**src/rtl/pipeline_hazard_ctrl.sv**
```systemverilog
// Stall/flush controller for a 5-stage pipeline: load-use, multi-cycle EX and taken-branch hazards.
// Outputs are combinational from state and inputs; HAZARD_CTRL_STATS_EN adds saturating perf counters.
module pipeline_hazard_ctrl (
  input  logic        clk,
  input  logic        rst_n,
  input  logic [4:0]  id_rs,
  input  logic [4:0]  id_rt,
  input  logic        id_uses_rt,
  input  logic [4:0]  ex_rt,
  input  logic        ex_mem_read,
  input  logic        ex_busy_start,
  input  logic [3:0]  ex_busy_len,
  input  logic        branch_taken,
  output logic        pc_write,
  output logic        ifid_write,
  output logic        idex_bubble,
  output logic        idex_hold,
  output logic        exmem_bubble,
  output logic        ifid_flush,
  output logic        idex_flush,
  output logic        exmem_flush,
  output logic [1:0]  state,
  output logic [15:0] stall_cycles,
  output logic [15:0] flush_events
);

  localparam logic [1:0] ST_RUN   = 2'b00;
  localparam logic [1:0] ST_BUSY  = 2'b01;
  localparam logic [1:0] ST_FLUSH = 2'b10;

  logic [1:0] state_q, state_d;
  logic [3:0] cnt_q, cnt_d;
  logic       load_use;

  assign state = state_q;

  assign load_use = ex_mem_read && (ex_rt != 5'd0) &&
                    ((ex_rt == id_rs) || (id_uses_rt && (ex_rt == id_rt)));

  always_comb begin
    pc_write     = 1'b1;
    ifid_write   = 1'b1;
    idex_bubble  = 1'b0;
    idex_hold    = 1'b0;
    exmem_bubble = 1'b0;
    ifid_flush   = 1'b0;
    idex_flush   = 1'b0;
    exmem_flush  = 1'b0;
    state_d      = ST_RUN;
    cnt_d        = cnt_q;

    if (branch_taken) begin
      ifid_flush  = 1'b1;
      idex_flush  = 1'b1;
      exmem_flush = 1'b1;
      state_d     = ST_FLUSH;
      cnt_d       = 4'd0;
    end else begin
      case (state_q)
        ST_RUN: begin
          if (ex_busy_start && (ex_busy_len != 4'd0)) begin
            pc_write     = 1'b0;
            ifid_write   = 1'b0;
            idex_hold    = 1'b1;
            exmem_bubble = 1'b1;
            cnt_d        = ex_busy_len - 4'd1;
            state_d      = (ex_busy_len > 4'd1) ? ST_BUSY : ST_RUN;
          end else if (load_use) begin
            pc_write    = 1'b0;
            ifid_write  = 1'b0;
            idex_bubble = 1'b1;
          end
        end
        ST_BUSY: begin
          pc_write     = 1'b0;
          ifid_write   = 1'b0;
          idex_hold    = 1'b1;
          exmem_bubble = 1'b1;
          // cnt==0 cannot occur here normally; treat it like the last cycle
          if (cnt_q <= 4'd1) begin
            cnt_d   = 4'd0;
            state_d = ST_RUN;
          end else begin
            cnt_d   = cnt_q - 4'd1;
            state_d = ST_BUSY;
          end
        end
        default: begin
          cnt_d   = 4'd0;
          state_d = ST_RUN;
        end
      endcase
    end
  end

  always_ff @(posedge clk or negedge rst_n) begin
    if (!rst_n) begin
      state_q <= ST_RUN;
      cnt_q   <= 4'd0;
    end else begin
      state_q <= state_d;
      cnt_q   <= cnt_d;
    end
  end

`ifdef HAZARD_CTRL_STATS_EN
  logic [15:0] stall_cycles_q, stall_cycles_d;
  logic [15:0] flush_events_q, flush_events_d;

  always_comb begin
    stall_cycles_d = stall_cycles_q;
    flush_events_d = flush_events_q;
    if (!pc_write && (stall_cycles_q != 16'hFFFF)) stall_cycles_d = stall_cycles_q + 16'd1;
    if (branch_taken && (flush_events_q != 16'hFFFF)) flush_events_d = flush_events_q + 16'd1;
  end

  always_ff @(posedge clk or negedge rst_n) begin
    if (!rst_n) begin
      stall_cycles_q <= 16'd0;
      flush_events_q <= 16'd0;
    end else begin
      stall_cycles_q <= stall_cycles_d;
      flush_events_q <= flush_events_d;
    end
  end

  assign stall_cycles = stall_cycles_q;
  assign flush_events = flush_events_q;
`else
  assign stall_cycles = 16'd0;
  assign flush_events = 16'd0;
`endif

endmodule

```
**config.mk**
```make
export PLATFORM = sky130hd
export DESIGN_NAME = pipeline_hazard_ctrl
export DESIGN_NICKNAME = d
export VERILOG_FILES = /design/src/rtl/pipeline_hazard_ctrl.sv
export SDC_FILE = /design/constraint.sdc
export NUM_CORES = 1
export LEC_CHECK = 0
export ABC_AREA = 1
export ABC_CLOCK_PERIOD_IN_PS = 3800
export CORE_ASPECT_RATIO = 0.9
export CORE_UTILIZATION = 38
export CTS_CLUSTER_SIZE = 40
export DETAILED_ROUTE_END_ITERATION = 8
export PLACE_DENSITY = 0.86
export SLEW_MARGIN = 20
export SYNTH_ARGS = -nofsm -noshare
export SYNTH_HDL_FRONTEND = slang
export SYNTH_SLANG_ARGS = --single-unit
```
**constraint.sdc**
```tcl
create_clock -name clk -period 3.8 [get_ports clk]
set_clock_uncertainty 0.05 [all_clocks]
set_input_delay 0.38 -clock clk [delete_from_list [all_inputs] [get_ports clk]]
set_output_delay 0.38 -clock clk [all_outputs]
set_load 0.1 [all_outputs]
```
== Yosys cells after proc, flatten, opt, wreduce, memory -nomap -nowiden ==
Cells that the tools add are included.

* Register bits after elaboration: 6
* Input bits: 25
* Output and inout port bits: 42
* Word-level logic and storage cells: 39

* $add $sub $neg: 2
* $lt $le $gt $ge: 2
* Equality and inequality tests: 4
* Muxes and demuxes: 21
* Reduce and logical (&&, ||, !) cells: 8

{| class="wikitable"
|+ Operators with widths
! operator !! count
|-
| $mux 1 || 13
|-
| $mux 4 || 3
|-
| $eq 5x5->1 || 2
|-
| $pmux 4 s2 || 1
|-
| $sub 4x1->4 const B || 2
|-
| $reduce_bool 5->1 || 1
|-
| $gt 4x1->1 const B || 1
|-
| $le 4x1->1 const B || 1
|-
| $logic_and 1x1->1 || 4
|-
| $pmux 1 s2 || 2
|-
| $pmux 2 s2 || 1
|-
| $reduce_bool 4->1 || 1
|-
| $ne 3x3->1 const B || 1
|-
| $eq 2x1->1 const B || 1
|-
| $logic_not 2->1 || 1
|-
| $mux 2 || 1
|-
| $logic_or 1x1->1 || 1
|}

== Longest topological paths before layout ==
Gate-level depths: netlist of run 1.

* Depth in word-level cells: 8
* Mapped depth: 10
* Mapped depth without buffers: 9

== Least setup slack after synthesis of run 1 ==
OpenSTA, ideal clock, no wires.

* Path type: reg-to-output
* Start: reg state_q[1], in the netlist state[1]
* End: out idex_bubble
* Arrival: 2457 ps
* Data required time: 3370 ps
* Path slack: 913 ps
* Cell stages (with the launch flop): 4
* Path buffers: 0
* Cell sequence: dfrtp_1 -> nor2_2 -> nand3_2 -> nor2_1

* Word-level cells in the longest chain between the ends: 3

{| class="wikitable"
|+ RTL lines
! what !! line !! text
|-
| from (decl) || 31 || <nowiki>logic [1:0] state_q, state_d;</nowiki>
|-
| from (signal assigned) || 101 || <nowiki>state_q <= state_d;</nowiki>
|-
| $logic_not 2->1 || 59 || <nowiki>case (state_q)</nowiki>
|-
| $mux 1 || 59 ||
|-
| $mux 1 || 52 || <nowiki>if (branch_taken) begin</nowiki>
|-
| to (decl) || 16 || <nowiki>output logic idex_bubble,</nowiki>
|}

No other way between the ends.

== Worst setup path after layout of run 1 ==
* Start: in branch_taken
* End: out ifid_flush

* Word-level cells in the longest chain between the ends: 1

{| class="wikitable"
|+ RTL lines
! what !! line !! text
|-
| from (decl) || 13 || <nowiki>input logic branch_taken,</nowiki>
|-
| $mux 1 || 52 ||
|-
| to (decl) || 19 || <nowiki>output logic ifid_flush,</nowiki>
|}

No other way between the ends.

==> impl_metrics.json, run 1 <==
{
  "pin_count": 67,
  "antenna_found_initial": 0,
  "critical_path.max_stage_delay_ns": 1.17,
  "crit_chain": "clkdlybuf4s50_1 > clkdlybuf4s50_1",
  "seq_power_share": 0.183,
  "final_cell_area_mm2": 0.001199,
  "intPower_uw": 146.0,
  "synth_cells": 155,
  "drt-pass1-iter-count": 4,
  "setup_viol": 0,
  "end_kind": "output port",
  "synth.avg_cell_area_um2": 6.288,
  "vias": 833,
  "overflow": 0,
  "dr_wl_met2_um": 721,
  "start_kind": "primary input",
  "cts.sinks": 6,
  "crit_slowest_cell": "clkdlybuf4s50_1",
  "power_uw": 371.9,
  "drtIter0Drc": 26,
  "fmax_mhz": 393.6,
  "crit_path_start": "branch_taken",
  "worst_path_most_repeated_cell": "clkdlybuf4s50_1",
  "coreArea_mm2": 0.002446,
  "grt_max_degree": 7,
  "fin_crit_ns": 2.541,
  "power_density_mw_per_mm2": 310.3,
  "tns_ns": 0,
  "synthToLayoutAreaGrowth_pct": 22.98,
  "slew_viol_final": 0,
  "maxSlewHeadroom": 0.3505,
  "die_area_mm2": 0.002772,
  "rsz0062_at_grt": "no",
  "root_buffer": "clkbuf_4",
  "clkPwrFrac": 0.143,
  "p_sw_frac": 0.6074,
  "hpwl_mm": 1.449,
  "post_cts_buffers": 0,
  "die_height_um": 50.05,
  "worst_r2r_startpoint": "cnt_q[0]",
  "maxCapViolations": 0,
  "worst_pin_slew_ns": 0.9713,
  "cp_num_buf_inv": 2,
  "grt_pass1_wl_mm": 2.732,
  "yosysTopAreaCell": "buf_4",
  "r2r_slack_ns": 2.40,
  "clk_latency_ns": 0.23,
  "vias_per_cell": 3.893,
  "seq_area_frac_synth": 0.1540,
  "gp_congestion": 0.8543,
  "cts.clk_slew.worst_paths_ns": 0.04,
  "nets": 218,
  "holdCritPathClass": "primary input to async pin",
  "post_route_cells_drive_above_1_share": 0.1290,
  "row_count": 17,
  "wl_per_cell_um": 7.589,
  "setup_ws_ns": 1.259,
  "clk_path_buf_depth": 2,
  "hold_slack_ns": 0.3286,
  "synth.distinct_cells": 20,
  "ant_nets": 0,
  "synth-seq-cells": 6,
  "max-vdd-ir-drop_mv": 0.1969,
  "cp_top_family": "buffers and inverters",
  "insertedDiodeCount": 0,
  "hold_viol_final": 0,
  "initial_core_util": 0.3985,
  "pre_cts_ws_ns": 1.261,
  "wl_met1_um": 781,
  "p_switching_uw": 225.9,
  "status": "complete, no violations",
  "place_area_mm2": 0.001176,
  "cp.arrival_ns": 2.11,
  "period_share": 0.6686,
  "required_ns": 3.37,
  "port_buffers": 34,
  "syn_area_um2": 974.7,
  "cts_tree": "done",
  "leakagePower_uw": 0.0006477,
  "die_w_um": 55.39,
  "synth_warnings": 0,
  "synth_area_leaders": "buf_4 28%, dfrtp_1 15%, nand2_1 15%, inv_1 7.3%, ha_1 6.4%",
  "hold_buffers": 0,
  "cts.repair.resized": 0,
  "grt_usage": 0.1212,
  "wl_mm": 1.624,
  "drc_errors": 0,
  "dr_wl_met3_um": 121,
  "path_class": "primary input to output port",
  "comb_power_share": 0.674,
  "numCtsBuffers": 3,
  "grt_pass1_vias": 692,
  "path_max_fanout": 5,
  "dr.max_layer_used": "met3",
  "cts_max_level": 1,
  "yosysTopAreaCellShare": 0.2850
}
[flip-flops by register name, indices dropped and copies added, names as in the netlist]
name,flops
state,2
cnt_q,4
[cell usage in the layout, fill, tap and decap left out, types with 3 or more instances in the layout]
cell,n
inv_2,7
o21ai_1,5
inv_1,19
conb_1,32
ha_1,5
clkdlybuf4s50_1,29
buf_4,5
xnor2_1,3
nor2_2,4
dfrtp_1,6
nor2_1,11
o22ai_1,3
nand2_1,39
nand3_1,4
clkbuf_4,3
[Yosys cell counts]
| cell type | number |
|---|---|
| nand2_1 | 39 |
| buf_4 | 37 |
| inv_1 | 19 |
| nor2_1 | 11 |
| inv_2 | 7 |
| dfrtp_1 | 6 |
| ha_1 | 5 |
| o21ai_1 | 5 |
| nand3_1 | 4 |
| nor2_2 | 4 |
| o22ai_1 | 3 |
| xnor2_1 | 3 |
| a21oi_1 | 2 |
| nand2_2 | 2 |
| nand4_1 | 2 |
| o21ai_0 | 2 |
| a21oi_4 | 1 |
| conb_1 | 1 |
| nand3_2 | 1 |
| o21ai_2 | 1 |
[metrics by stage]
stage                     instances    util
final                           214  0.4900
after global placement          211  0.4808
after global routing            214  0.4900
after detailed placement        211  0.4808
after floorplan                 186       -
after CTS                       214  0.4900
[power groups by stage]
stage	registers, µW	logic (µW)	clock network, µW
2_1_floorplan	74.7	231	0
3_3_place_gp	68.9	250	0
3_5_place_dp	69.0	250	0
4_1_cts	68.1	251	55.2
5_1_grt	68.4	262	58.3
6_report	68.1	251	53.1
[per-layer routing]
layer / vias up / GRT usage
li1: 467 / -
met1: 335 / 0.1603
met2: 31 / 0.2048
met3: 0 / 0.02362
met4: 0 / 0.02500
met5: - / 0
[layout make-up]
class                           count  area [µm²]
Tap cell                           28       35.03
Multi-Input combinational cell    117       565.5
Fill cell                         253        1247
Clock buffer                        3       22.52
Timing Repair Buffer               34       327.8
Sequential cell                     6       150.1
Inverter                           26       97.59
[final timing paths]
kind,end,depth (start not counted)
worst min-delay path,state[1],1
min in group clk,cnt_q[3],2
max in group asynchronous,cnt_q[1],1
worst min register to register,cnt_q[3],2
worst max register to register,cnt_q[2],7
worst max-delay path,ifid_flush,2
[cell families (layout without fill, tap and decap cells)]
| family | count (synthesis) | after routing | share of synthesized area |
|---|---|---|---|
| simple gates | 63 | 63 | 0.2747 |
| buf+inv | 63 | 63 | 0.3851 |
| compound gates | 14 | 14 | 0.09115 |
| flops | 6 | 6 | 0.1540 |
| fa+ha+maj | 5 | 5 | 0.06418 |
| xor+xnor | 3 | 3 | 0.02696 |
| other cells | 1 | 32 | 0.003847 |
[worst reg2reg max path, delay by kind of cell (launching register included)]
family,cells,cell delay (ns)
compound gates,3,0.37
buf+inv,1,0.10
flops,1,0.38
fa+ha+maj,1,0.24
simple gates,2,0.18
Note: power is estimated with default switching activity, not from simulation.
==> inputs of run 2 (changes only) <==
- ABC_CLOCK_PERIOD_IN_PS: 3800 -> 2000
- CORE_UTILIZATION: 38 -> 32
- PLACE_DENSITY: 0.86 -> 0.77
- clock period: 3.8 -> 2 ns (I/O delays scaled with it)
==> run 2 against run 1 <==
  * Wire length rose by 13%
  * Clock power up 110%
  * Global-route usage up 0.44 points
  * Worst hold slack got worse by 0.19 ns
  * Count of clock-buffer cells in the layout unchanged
  * Highest routed layer is now met4
  * Cell count up 6.1%
  * Largest power group unchanged
  * Setup slack got worse by 1.1 ns
  * Die area rose by 18%
  * Power is 100% higher
  * Core utilization fell by 1.8 points
==> impl_metrics.json, run 2 (synthesized netlist as in run 1, its figures left out) <==
{
  "die_area_mm2": 0.003271,
  "cts.sinks": 6,
  "row_count": 18,
  "start_kind": "primary input",
  "holdCritPathClass": "primary input to async pin",
  "cts.repair.resized": 0,
  "wl_met1_um": 827,
  "ant_nets": 0,
  "required_ns": 1.75,
  "die_height_um": 54.36,
  "setup_viol": 0,
  "final_cells": 227,
  "hold_buffers": 0,
  "dr.max_layer_used": "met4",
  "nets": 219,
  "drtIter0Drc": 9,
  "end_kind": "output port",
  "clk_path_buf_depth": 2,
  "fin_crit_ns": 1.860,
  "drt-pass1-iter-count": 4,
  "period_share": 0.9302,
  "dr_wl_met3_um": 128,
  "leakagePower_uw": 0.0006939,
  "hold_viol_final": 0,
  "cts.clk_slew.worst_paths_ns": 0.04,
  "post_route_cells_drive_above_1_share": 0.1872,
  "pin_count": 67,
  "pre_cts_ws_ns": 0.1336,
  "layout_commonest_cell": "nand2_1",
  "initial_core_util": 0.3462,
  "grt_usage": 0.1257,
  "maxCapViolations": 0,
  "path_class": "primary input to output port",
  "power_uw": 743.9,
  "path_max_fanout": 6,
  "max-vdd-ir-drop_mv": 0.2758,
  "final_cell_mix": "38 x nand2_1, 32 x conb_1, 24 x clkdlybuf4s50_1, 18 x inv_1, 10 x nor2_1",
  "vias_per_cell": 3.780,
  "vias": 858,
  "fmax_mhz": 537.5,
  "insertedDiodeCount": 0,
  "cp.arrival_ns": 1.61,
  "dr_wl_met2_um": 866,
  "post_cts_buffers": 0,
  "wl_per_cell_um": 8.062,
  "largest_reg_flops": 4,
  "overflow": 0,
  "antenna_found_initial": 0,
  "synthToLayoutAreaGrowth_pct": 36.33,
  "hpwl_mm": 1.679,
  "wl_mm": 1.830,
  "root_buffer": "clkbuf_4",
  "grt_pass1_wl_mm": 3.105,
  "clk_latency_ns": 0.24,
  "grt_pass1_vias": 801,
  "grt_max_degree": 7,
  "rsz0062_at_grt": "no",
  "power_density_mw_per_mm2": 559.9,
  "numCtsBuffers": 3,
  "drc_errors": 0,
  "hold_slack_ns": 0.1433,
  "status": "complete, no violations",
  "coreArea_mm2": 0.002815,
  "cts_tree": "done",
  "port_buffers": 34,
  "gp_congestion": 0.8252,
  "regMostFlops": "cnt_q",
  "cts_max_level": 1,
  "slew_viol_final": 0,
  "numPlacedInstances": 224,
  "tns_ns": 0,
  "setup_ws_ns": 0.1397,
  "die_w_um": 60.18
}
## run 2: cell count changes in the layout (fill, tap and decap cells not counted), sizes merged
cell	change
buf	+6
clkdlybuf4s50	-5
## run 2: path summary, 6_finish.rpt
check	startpoint	to	slack, ns	cells after the start
min in group clk	cnt_q[3]	cnt_q[3]	0.52	2
worst min register to register	cnt_q[3]	cnt_q[3]	0.52	2
worst max register to register	cnt_q[0]	cnt_q[1]	0.59	7
max in group asynchronous	rst_n	state[1]	1.53	1
worst max-delay path	ex_busy_len[0]	idex_hold	0.14	7
worst min-delay path	rst_n	cnt_q[3]	0.14	1
## run 2: stage by stage
step,utilization,area (µm²)
after floorplan,-,1124
after global placement,0.4640,1306
after detailed placement,0.4640,1306
after CTS,0.4720,1329
after global routing,0.4720,1329
final,0.4720,1329
## run 2: per-layer routing
| layer | up-vias | GRT usage |
|---|---|---|
| met3 | 2 | 0.02600 |
| li1 | 468 | - |
| met4 | 0 | 0.05814 |
| met1 | 354 | 0.1558 |
| met5 | - | 0 |
| met2 | 34 | 0.2088 |
## run 2: layout make-up
type	instances	area (µm²)
fill	297	1486
tap	40	50.05
sequential	6	155.1
inverter	26	97.59
timing repair buffer	35	422.9
clock buffer	3	22.52
multi-input combinational	117	580.6
## run 2: worst max-delay path, cell delays in order
cell and delay, ns:
clkdlybuf4s50_1 0.50, inv_1 0.09, ha_1 0.21, nand2_2 0.07, nand2_2 0.08, a21oi_4 0.26, buf_12 0.21
## run 2: where the power goes
part	switching [µW]	internal, µW
logic	400	104
registers	4.35	126
clock network	41.6	67.7
total	446	298
==> inputs of run 3 (changes only) <==
- ABC_CLOCK_PERIOD_IN_PS: 2000 -> default
- TNS_END_PERCENT: default -> 50
==> results of run 3 <==
No change in the layout: final DEF, timing and power equal those of run 2.
